### src/rtl/riscv_v_pkg.sv
// ============================================================================
// Module      : riscv_v_pkg
// Description : Shared types and constants for the vector skid stage.
// Revision    : 1.0 - initial release
// ============================================================================
`default_nettype none

package riscv_v_pkg;

  typedef enum logic [1:0] {
    EMPTY = 2'd0,
    ONE   = 2'd1,
    FULL  = 2'd2
  } riscv_v_skid_state_e;

  localparam logic [1:0] OCC_EMPTY = 2'd0;
  localparam logic [1:0] OCC_ONE   = 2'd1;
  localparam logic [1:0] OCC_FULL  = 2'd2;

  function automatic logic [1:0] occ_of(input riscv_v_skid_state_e st);
    logic [1:0] occ;
    occ = OCC_EMPTY;
    case (st)
      EMPTY:   occ = OCC_EMPTY;
      ONE:     occ = OCC_ONE;
      FULL:    occ = OCC_FULL;
      default: occ = OCC_EMPTY;
    endcase
    return occ;
  endfunction

endpackage

`default_nettype wire

### src/rtl/riscv_v_sat_counter.sv
// ============================================================================
// Module      : riscv_v_sat_counter
// Description : Up-counter that sticks at all-ones; async active-high reset.
// Revision    : 1.0 - initial release
// ============================================================================
`default_nettype none

module riscv_v_sat_counter #(
  parameter int WIDTH = 16
) (
  input  logic             clk,
  input  logic             rst,
  input  logic             en,
  output logic [WIDTH-1:0] count
);

  logic [WIDTH-1:0] r_count;

  always_ff @(posedge clk or posedge rst) begin
    if (rst) begin
      r_count <= '0;
    end else if (en && (r_count != {WIDTH{1'b1}})) begin
      r_count <= r_count + {{(WIDTH-1){1'b0}}, 1'b1};
    end
  end

  assign count = r_count;

endmodule

`default_nettype wire

### src/rtl/riscv_v_skid_stage.sv
// ============================================================================
// Module      : riscv_v_skid_stage
// Description : Two-entry elastic valid/ready stage with flush. in_ready and
//               out_valid come straight from flops. Optional stall counter
//               built when RISCV_V_SKID_STALL_CNT_EN is defined.
// Revision    : 1.0 - initial release
// ============================================================================
`default_nettype none

module riscv_v_skid_stage
  import riscv_v_pkg::*;
#(
  parameter int DATA_WIDTH      = 32,
  parameter int STALL_CNT_WIDTH = 16
) (
  input  logic                       clk,
  input  logic                       rst,
  input  logic                       flush,
  input  logic                       in_valid,
  output logic                       in_ready,
  input  logic [DATA_WIDTH-1:0]      in_data,
  output logic                       out_valid,
  input  logic                       out_ready,
  output logic [DATA_WIDTH-1:0]      out_data,
  output logic [1:0]                 occupancy,
  output logic [STALL_CNT_WIDTH-1:0] stall_cnt
);

  riscv_v_skid_state_e r_state;
  riscv_v_skid_state_e w_state_nxt;

  logic [DATA_WIDTH-1:0] r_main;
  logic [DATA_WIDTH-1:0] r_skid;
  logic [DATA_WIDTH-1:0] w_main_nxt;
  logic [DATA_WIDTH-1:0] w_skid_nxt;

  logic       r_out_valid;
  logic       r_in_ready;
  logic [1:0] r_occupancy;

  logic w_push;
  logic w_pop;

  assign w_push = in_valid & r_in_ready;
  assign w_pop  = r_out_valid & out_ready;

  always_comb begin
    w_state_nxt = r_state;
    w_main_nxt  = r_main;
    w_skid_nxt  = r_skid;

    if (flush) begin
      w_state_nxt = EMPTY;
      w_main_nxt  = '0;
      w_skid_nxt  = '0;
    end else begin
      case (r_state)
        EMPTY: begin
          if (w_push) begin
            w_state_nxt = ONE;
            w_main_nxt  = in_data;
          end
        end
        ONE: begin
          if (w_push && !w_pop) begin
            w_state_nxt = FULL;
            w_skid_nxt  = in_data;
          end else if (w_pop && !w_push) begin
            w_state_nxt = EMPTY;
          end else if (w_push && w_pop) begin
            w_main_nxt  = in_data;
          end
        end
        FULL: begin
          // Skid always holds the younger beat, so it moves up on pop.
          if (w_pop) begin
            w_state_nxt = ONE;
            w_main_nxt  = r_skid;
          end
        end
        default: begin
          w_state_nxt = EMPTY;
        end
      endcase
    end
  end

  always_ff @(posedge clk or posedge rst) begin
    if (rst) begin
      r_state     <= EMPTY;
      r_main      <= '0;
      r_skid      <= '0;
      r_out_valid <= 1'b0;
      r_in_ready  <= 1'b1;
      r_occupancy <= OCC_EMPTY;
    end else begin
      r_state     <= w_state_nxt;
      r_main      <= w_main_nxt;
      r_skid      <= w_skid_nxt;
      r_out_valid <= (w_state_nxt != EMPTY);
      r_in_ready  <= (w_state_nxt != FULL);
      r_occupancy <= occ_of(w_state_nxt);
    end
  end

  assign out_valid = r_out_valid;
  assign in_ready  = r_in_ready;
  assign out_data  = r_main;
  assign occupancy = r_occupancy;

`ifdef RISCV_V_SKID_STALL_CNT_EN
  generate
    if (1) begin : g_stall_cnt
      riscv_v_sat_counter #(
        .WIDTH (STALL_CNT_WIDTH)
      ) u_stall_cnt (
        .clk   (clk),
        .rst   (rst),
        .en    (r_out_valid & ~out_ready),
        .count (stall_cnt)
      );
    end
  endgenerate
`else
  assign stall_cnt = '0;
`endif

endmodule

`default_nettype wire

### config.mk
export PLATFORM = sky130hd
export DESIGN_NAME = riscv_v_skid_stage
export DESIGN_NICKNAME = d
export VERILOG_FILES = /design/src/rtl/riscv_v_pkg.sv /design/src/rtl/riscv_v_sat_counter.sv /design/src/rtl/riscv_v_skid_stage.sv
export SDC_FILE = /design/constraint.sdc
export NUM_CORES = 1
export LEC_CHECK = 0
export ABC_CLOCK_PERIOD_IN_PS = 2000
export CAP_MARGIN = 10
export CORE_MARGIN = 2
export CORE_UTILIZATION = 40
export DETAILED_ROUTE_END_ITERATION = 10
export GPL_TIMING_DRIVEN = 0
export PLACE_DENSITY = 0.78
export SKIP_LAST_GASP = 1
export SLEW_MARGIN = 10
export SYNTH_ARGS = -nofsm -noshare
export SYNTH_HDL_FRONTEND = slang
export SYNTH_SLANG_ARGS = --single-unit
### constraint.sdc
create_clock -name clk -period 2 [get_ports clk]
set_input_delay 0.4 -clock clk [delete_from_list [all_inputs] [get_ports clk]]
set_output_delay 0.4 -clock clk [all_outputs]
set_load 0.005 [all_outputs]
# --- Word level (Yosys, flattened, before mapping) ---
# Cells that the tools add are included.
# W data, S select, Z words.
op_classes:
  eq_ne: 10
  muxes: 17
  bitwise: 2
  reduce_logical: 12
op_table:
  columns: ["operator", "count"]
  rows:
  - ["$mux W32", 9]
  - ["$pmux W32 S3", 1]
  - ["$ne A3 B3 Y1 const B", 5]
  - ["$mux W2", 5]
  - ["$pmux W2 S3", 1]
  - ["$reduce_and A6 Y1", 1]
  - ["$reduce_bool A2 Y1", 3]
  - ["$eq A2 B1 Y1 const B", 2]
  - ["$eq A2 B2 Y1 const B", 2]
  - ["$pmux W2 S2", 1]
  - ["$reduce_bool A4 Y1", 1]
  - ["$logic_and A1 B1 Y1", 3]
  - ["$and A1 B1 Y1", 2]
  - ["$logic_not A1 Y1", 2]
  - ["$logic_not A2 Y1", 1]
  - ["$ne A2 B2 Y1 const B", 1]
  - ["$reduce_and A2 Y1", 1]
totals:
  reg_bits: 70
  output_inout_bits: 52

# --- Longest topological paths before layout ---
# Gate-level depths: netlist of the first run.
depth:
  ltp_word: 9
  ltp_mapped: 6

# --- Least setup slack after synthesis of the first run ---
# Ideal clock, no wire load.
synth_timing:
  path_type: "register to register"
  start: "reg r_out_valid, in the netlist out_valid"
  end: "reg r_main[12], in the netlist out_data[12]"
  setup_time_ns: 0.150
  t_arrival_ns: 1.288
  required_ns: 1.850
  slack_ns: 0.562
  stages_incl_launch_ff: 7
  path_buffers: 3
  cell_sequence: "dfrtp_1 buf_4 a21bo_1 buf_6 buf_4 a211oi_2 a211oi_2"
synth_between:
  elab_chain_len: 5
  elab_cells_between_ends: 10
  classes_between: "eq/ne (4); bitwise (1); reduce/logical (5)"
synth_rtl:
  columns: ["element", "line_no", "text"]
  rows:
  - ["start, declared", "riscv_v_skid_stage.sv:37", "logic r_out_valid;"]
  - ["start signal, assigned", "riscv_v_skid_stage.sv:100", "r_out_valid <= (w_state_nxt != EMPTY);"]
  - ["$and A1 B1 Y1 *", "riscv_v_skid_stage.sv:45", "assign w_pop = r_out_valid & out_ready;"]
  - ["$logic_not A1 Y1", "riscv_v_skid_stage.sv:65", "if (w_push && !w_pop) begin"]
  - ["$logic_and A1 B1 Y1", "riscv_v_skid_stage.sv:65", null]
  - ["$ne A3 B3 Y1 (no line)", null, null]
  - ["$reduce_and A6 Y1 (no line) *", null, null]
  - ["end signal, assigned", "riscv_v_skid_stage.sv:98", "r_main <= w_main_nxt;"]
  - ["end, declared", "riscv_v_skid_stage.sv:32", "logic [DATA_WIDTH-1:0] r_main;"]
# Every way passes the cells marked *; elsewhere a longest branch is shown, timed or not.
# A chain may end at the register's enable or synchronous reset.

# --- Worst setup path after layout of the first run ---
layout_timing:
  start: "reg r_in_ready, in the netlist in_ready"
  end: "out in_ready"
layout_lines:
  columns: ["element", "line_no", "text"]
  rows:
  - ["start, declared", "riscv_v_skid_stage.sv:38", "logic r_in_ready;"]
  - ["start signal, assigned", "riscv_v_skid_stage.sv:101", "r_in_ready <= (w_state_nxt != FULL);"]
  - ["end, declared", "riscv_v_skid_stage.sv:20", "output logic in_ready,"]
# No word-level cell between the ends.

==> out/qor.csv, run 1 <==
metric;value;unit
endpoint_kind;output pin;
fillers;845;
cts_hold_buf;0;
start_util;40.71;%
drv_cap;0;
worst-path-buf-inv;1;
combPwrFrac;27.0;%
utilization;53.06;%
cp.required;1600;ps
htreeDepth;3;
p_leak;2.242;nW
gp_congestion;0.8139;
pwr-share-clk;33.7;%
netSwitchingPower;1.216;mW
finalSetupViolations;0;
cts_buffers;9;
drt_iter0_markers;212;
reg2reg_slack;310;ps
cts_tree;done;
rsz0062_at_grt;false;
route.detailed.drc;0;
synth_area_leaders;dfrtp_1, a211oi_2, mux2i_1;
max_clock_freq;540.9;MHz
nNetsFinal;475;
critPathMaxFanout;5;
cts_buffer_depth;2;
slew_headroom;45.29;%
post-dp-hpwl;6.898;mm
slowest_stage;dfstp_2;
clock_latency;350;ps
grt_usage;18.82;%
final_area;0.005115;mm2
power.density;814.4;mW/mm2
yosysTopAreaCell;dfrtp_1;
routed_wl;9.671;mm
min_path_type;input port to flop;
critPathArrivalTime;1450;ps
path_clk_slew;80;ps
ys_ff_latch;70;
wire_per_inst;16.79;um
chipHeight;103.0;um
root_buffer;clkbuf_8;
critPathTopFamily;flip-flops;
ir_drop;0.4141;mV
cts_setup_buffers;0;
use_met3;4.678;%
syn_inst;341;
grt_max_degree;37;
status;complete, no violations;
syn-cell-area;0.003924;mm2
p_int;2.950;mW
grt_pass1_wl;15.42;mm
drive_above_1_share;27.99;%
p_seq_share;39.3;%
die_x;103.0;um
cpPeakStageDelay;590;ps
hold_viol;0;
placed_cell_area;0.004871;mm2
synth_top_area_share;44.01;%
top_usage_layer;met2;
rows;36;
grt_use_met1;26.01;%
ys.warnings.count;0;
drv_slew;0;
use_met2;29.32;%
setup_ws;151.1;ps
path_class;flop to output pin;
path_cells;clkdlybuf4s50_1;
layout_commonest_cell;clkdlybuf4s50_1;
diodes;0;
power;4.165;mW
sw_frac_of_total;29.18;%
finalCritPeriodShare;92.45;%
finClkSkew;7.593;ps
ant_nets;0;
yosysSeqAreaShare;44.67;%
antenna_found_initial;0;
clock-sinks;70;
cp-start-kind;flop;
route.vias.total;3086;
core_area;0.009639;mm2
drtPass1Iterations;4;
dp_slack;-70.26;ps
io_buffer_count;70;
final_cell_mix;clkdlybuf4s50_1, dfrtp_1, a211oi_2, o21ai_0, a21oi_1;
worstMarginPinSlew;818.9;ps
finalCriticalPeriod;1849;ps
syn_avg_cell_area;11.51;um2
viasPerCell;5.358;
pin_count;89;
grt_pass1_vias;3030;
synth_cell_types;30;
grt_overflow_total;0;
finalSetupTns;0;ps
cts_resized;0;
areaGrowthSynthToFinish;30.36;%
dieArea;0.01062;mm2
[synth_stat cells]
master	number
o22ai_4	1
a21boi_4	1
mux2i_1	32
nand3_1	32
nor4bb_1	2
buf_12	3
and3b_1	1
and4b_1	1
buf_2	10
buf_6	7
nand2b_1	1
dfstp_2	1
a221oi_1	2
nor3b_1	1
nand3b_1	1
nand4_1	1
a211oi_2	57
a21oi_1	33
a21bo_1	1
clkbuf_4	1
a221o_1	1
dfrtp_1	69
nand2_1	3
inv_1	1
buf_4	25
clkbuf_1	11
o21ai_0	33
a211oi_1	7
conb_1	1
a21o_1	1
[cell type report]
type | count | area, um2 | share of cell area, %
multi-input combinational | 228 | 1798 | 35.15
sequential | 70 | 1753 | 34.27
clock buffer | 9 | 123.9 | 2.422
inverter | 1 | 7.507 | 0.1468
tap | 133 | 166.4 | 3.253
clock inverter | 7 | 120.1 | 2.348
buffer | 57 | 425.4 | 8.317
timing repair buffer | 71 | 720.7 | 14.09
[sequential cells by signal, indices dropped and copies added (netlist names)]
register   count
out_data      32
r_skid        32
occupancy      2
r_state        2
in_ready       1
out_valid      1
[stage by stage]
stage	std cells	hold slack, ps
after CTS	576	307.1
after global routing	576	327.5
final	576	322.8
after floorplan	356	517.0
after global placement	559	526.1
after detailed placement	560	533.3
[final timing paths]
path                            start            to  depth (start not counted)
max                          in_ready      in_ready                          1
min                             flush  occupancy[0]                          2
max reg2reg                  in_ready  out_data[22]                          4
min reg2reg                r_skid[14]    r_skid[14]                          2
max in group asynchronous         rst      in_ready                          3
min in group asynchronous         rst     r_skid[6]                          2
[routing by layer]
layer | up-vias | routed length [um]
met3 | 15 | 492
met2 | 89 | 4612
met5 | - | 0
li1 | 1443 | -
met1 | 1539 | 4410
met4 | 0 | 156
[power groups by stage]
stage               Sequential, mW  Clock, mW  Combinational [mW]
floorplan                     1.65          0               0.701
global placement              1.66          0                1.09
detailed placement            1.66          0                1.12
CTS                           1.64       1.43                1.13
global route                  1.65       1.49                1.21
finish                        1.64       1.40                1.13
[cell families (layout without fill, tap and decap cells)]
family / after synthesis / in the layout / share of synthesized area, %
AO/OA/AOI/OAI: 137 / 137 / 30.07
multiplexers: 32 / 32 / 8.163
flip-flops: 70 / 70 / 44.67
buffers and inverters: 58 / 145 / 10.94
other: 1 / 16 / 0.09557
AND/OR/NAND/NOR: 43 / 43 / 6.059
No activity file was read; power rests on OpenSTA's default activity.
==> run 2: changes to the inputs <==
--- a/config.mk
+++ b/config.mk
@@ -10,7 +10,9 @@
 export CORE_MARGIN = 2
 export CORE_UTILIZATION = 40
 export DETAILED_ROUTE_END_ITERATION = 10
+export GPL_ROUTABILITY_DRIVEN = 0
 export GPL_TIMING_DRIVEN = 0
+export HOLD_SLACK_MARGIN = 0.1
 export PLACE_DENSITY = 0.78
 export SKIP_LAST_GASP = 1
 export SLEW_MARGIN = 10
==> results of run 2 <==
No change in the layout: final DEF, timing and power equal those of run 1.
==> run 3: changes to the inputs <==
--- a/config.mk
+++ b/config.mk
@@ -5,7 +5,8 @@
 export SDC_FILE = /design/constraint.sdc
 export NUM_CORES = 1
 export LEC_CHECK = 0
-export ABC_CLOCK_PERIOD_IN_PS = 2000
+export ABC_AREA = 1
+export ABC_CLOCK_PERIOD_IN_PS = 2300
 export CAP_MARGIN = 10
 export CORE_MARGIN = 2
 export CORE_UTILIZATION = 40
@@ -13,7 +14,8 @@
 export GPL_ROUTABILITY_DRIVEN = 0
 export GPL_TIMING_DRIVEN = 0
 export HOLD_SLACK_MARGIN = 0.1
-export PLACE_DENSITY = 0.78
+export PLACE_DENSITY = 0.77
+export SKIP_CTS_REPAIR_TIMING = 1
 export SKIP_LAST_GASP = 1
 export SLEW_MARGIN = 10
 export SYNTH_ARGS = -nofsm -noshare
==> constraint.sdc (replaced) <==
create_clock -name clk -period 2.3 [get_ports clk]
set_input_delay 0.46 -clock clk [delete_from_list [all_inputs] [get_ports clk]]
set_output_delay 0.46 -clock clk [all_outputs]
set_load 0.005 [all_outputs]
==> run 3 against run 2 <==
Effect of this change: design area is 7.6% lower; sequential cell count did not move; worst hold slack better by 65 ps; via count grew 3.8%; first-iteration DRC count grew 0.47%; critical path depth unchanged; global-route usage rose by 0.57 points; area after synthesis down 8.4%; largest power group unchanged.
==> out/qor.csv, run 3 <==
metric;value;unit
worst-path-buf-inv;1;
grt_pass1_vias;3194;
cp-start-kind;flop;
wire_per_inst;14.04;um
grt_usage;19.39;%
syn-cell-area;0.003593;mm2
syn_avg_cell_area;8.242;um2
critPathArrivalTime;1360;ps
root_buffer;clkbuf_8;
dieArea;0.009757;mm2
fin_cells;647;
multiInputGateArea;0.001396;mm2
synth_area_leaders;dfrtp_1, nand3_1, nand2_1;
post-dp-hpwl;6.538;mm
dp_cells;631;
areaGrowthSynthToFinish;31.55;%
nNetsFinal;571;
route.vias.total;3204;
rsz0062_at_grt;false;
yosysSeqAreaShare;48.78;%
finalCriticalPeriod;1819;ps
grt_overflow_total;0;
clock_latency;350;ps
synth_top_cells_by_count;nand2_1, nand3_1, dfrtp_1;
clock-sinks;70;
status;complete, no violations;
p_leak;2.417;nW
synth.most_common_cell;nand2_1;
cts_tree;done;
drt_iter0_markers;213;
regArea;0.001753;mm2
cpPeakStageDelay;530;ps
path_class;flop to output pin;
finClkSkew;13.26;ps
grt_pass1_wl;15.11;mm
io_buffer_count;71;
ir_drop;0.3963;mV
core_area;0.008721;mm2
finalCritPeriodShare;79.10;%
use_met3;5.319;%
final_cell_mix;nand2_1, nand3_1, clkdlybuf4s50_1, dfrtp_1, inv_1;
start_util;41.21;%
fillers;815;
die_x;98.78;um
pin_count;89;
cts_buffer_depth;2;
drv_slew;0;
routed_wl;9.084;mm
ys.warnings.count;0;
critPathMaxFanout;2;
path_cells;clkdlybuf4s50_1;
synthArstFlopShare;100.0;%
viasPerCell;4.952;
min_path_type;input port to asynchronous set/reset pin;
drtPass1Iterations;5;
htreeDepth;3;
path_clk_slew;80;ps
rows;34;
ant_nets;0;
finalSetupViolations;0;
max_clock_freq;549.7;MHz
syn_inst;436;
synth_top_area_share;48.05;%
hold_viol;0;
cp.required;1840;ps
ys_ff_latch;70;
grt_use_met1;25.03;%
power.density;662.5;mW/mm2
synth-edff-count;0;
cts_buffers;9;
chipHeight;98.78;um
synth_flop_cell;dfrtp_1;
layout_commonest_cell;nand2_1;
critPathTopFamily;flip-flops;
endpoint_kind;output pin;
drv_cap;0;
yosysTopAreaCell;dfrtp_1;
grt_max_degree;57;
use_met2;32.28;%
slowest_stage;dfstp_2;
top_usage_layer;met2;
route.detailed.drc;0;
drive_above_1_share;16.51;%
synth_cell_types;22;
diodes;0;
antenna_found_initial;0;
whs;387.6;ps
## run 3: cell count changes after synthesis, sizes merged, moves of 10 or more
cell / previous run / this run
nand3: 32 / 99
clkbuf: 12 / 2
a211oi: 64 / 0
inv: 1 / 41
nand2: 3 / 109
mux2i: 32 / 0
## run 3: worst paths after layout
kind / start / to / slack, ps / cells after the start
max reg2reg: in_ready / out_data[22] / 840 / 6
max in group asynchronous: rst / in_ready / 1320 / 3
min in group clk: flush / out_data[22] / 480 / 4
max: in_ready / in_ready / 480 / 1
min: rst / out_data[16] / 390 / 2
min reg2reg: out_data[14] / out_data[14] / 510 / 2
## run 3: cell families after synthesis
group           after synthesis  share of synthesized area (%)
flops                        70                          48.78
compound gates               65                          10.83
other cells                   1                         0.1044
buf+inv                      90                          13.93
simple gates                210                          26.36
## run 3: per-layer routing
layer  part of all wire, %  routed length [um]
met1                    42                3808
met2                    50                4519
met3                   6.9                 631
met4                   1.4                 124
met5                     0                   0
## run 3: cell type report
| class | instances | area share, % |
|---|---|---|
| Inverter | 41 | 3.362 |
| Timing Repair Buffer | 72 | 15.62 |
| Buffer | 49 | 7.279 |
| Clock inverter | 3 | 0.8999 |
| Clock buffer | 13 | 3.362 |
| Multi-Input combinational cell | 291 | 29.54 |
| Sequential cell | 70 | 37.08 |
| Tap cell | 108 | 2.859 |
## run 3: stage by stage
step	utilization, %	cell area (um2)	power [mW]	setup TNS, ps	setup slack (ps)
finish	54.20	4727	3.132	0	480.8
global route	54.20	4727	3.308	0	446.9
CTS	54.20	4727	3.157	0	460.5
detailed placement	51.89	4526	2.159	0	380.0
global placement	51.55	4496	2.132	-75720	-1095
floorplan	-	3650	1.809	0	73.44
## run 3: power by group
group	internal (mW)	switching, mW
sequential	1.34	0.0635
clock	0.559	0.440
combinational	0.343	0.386
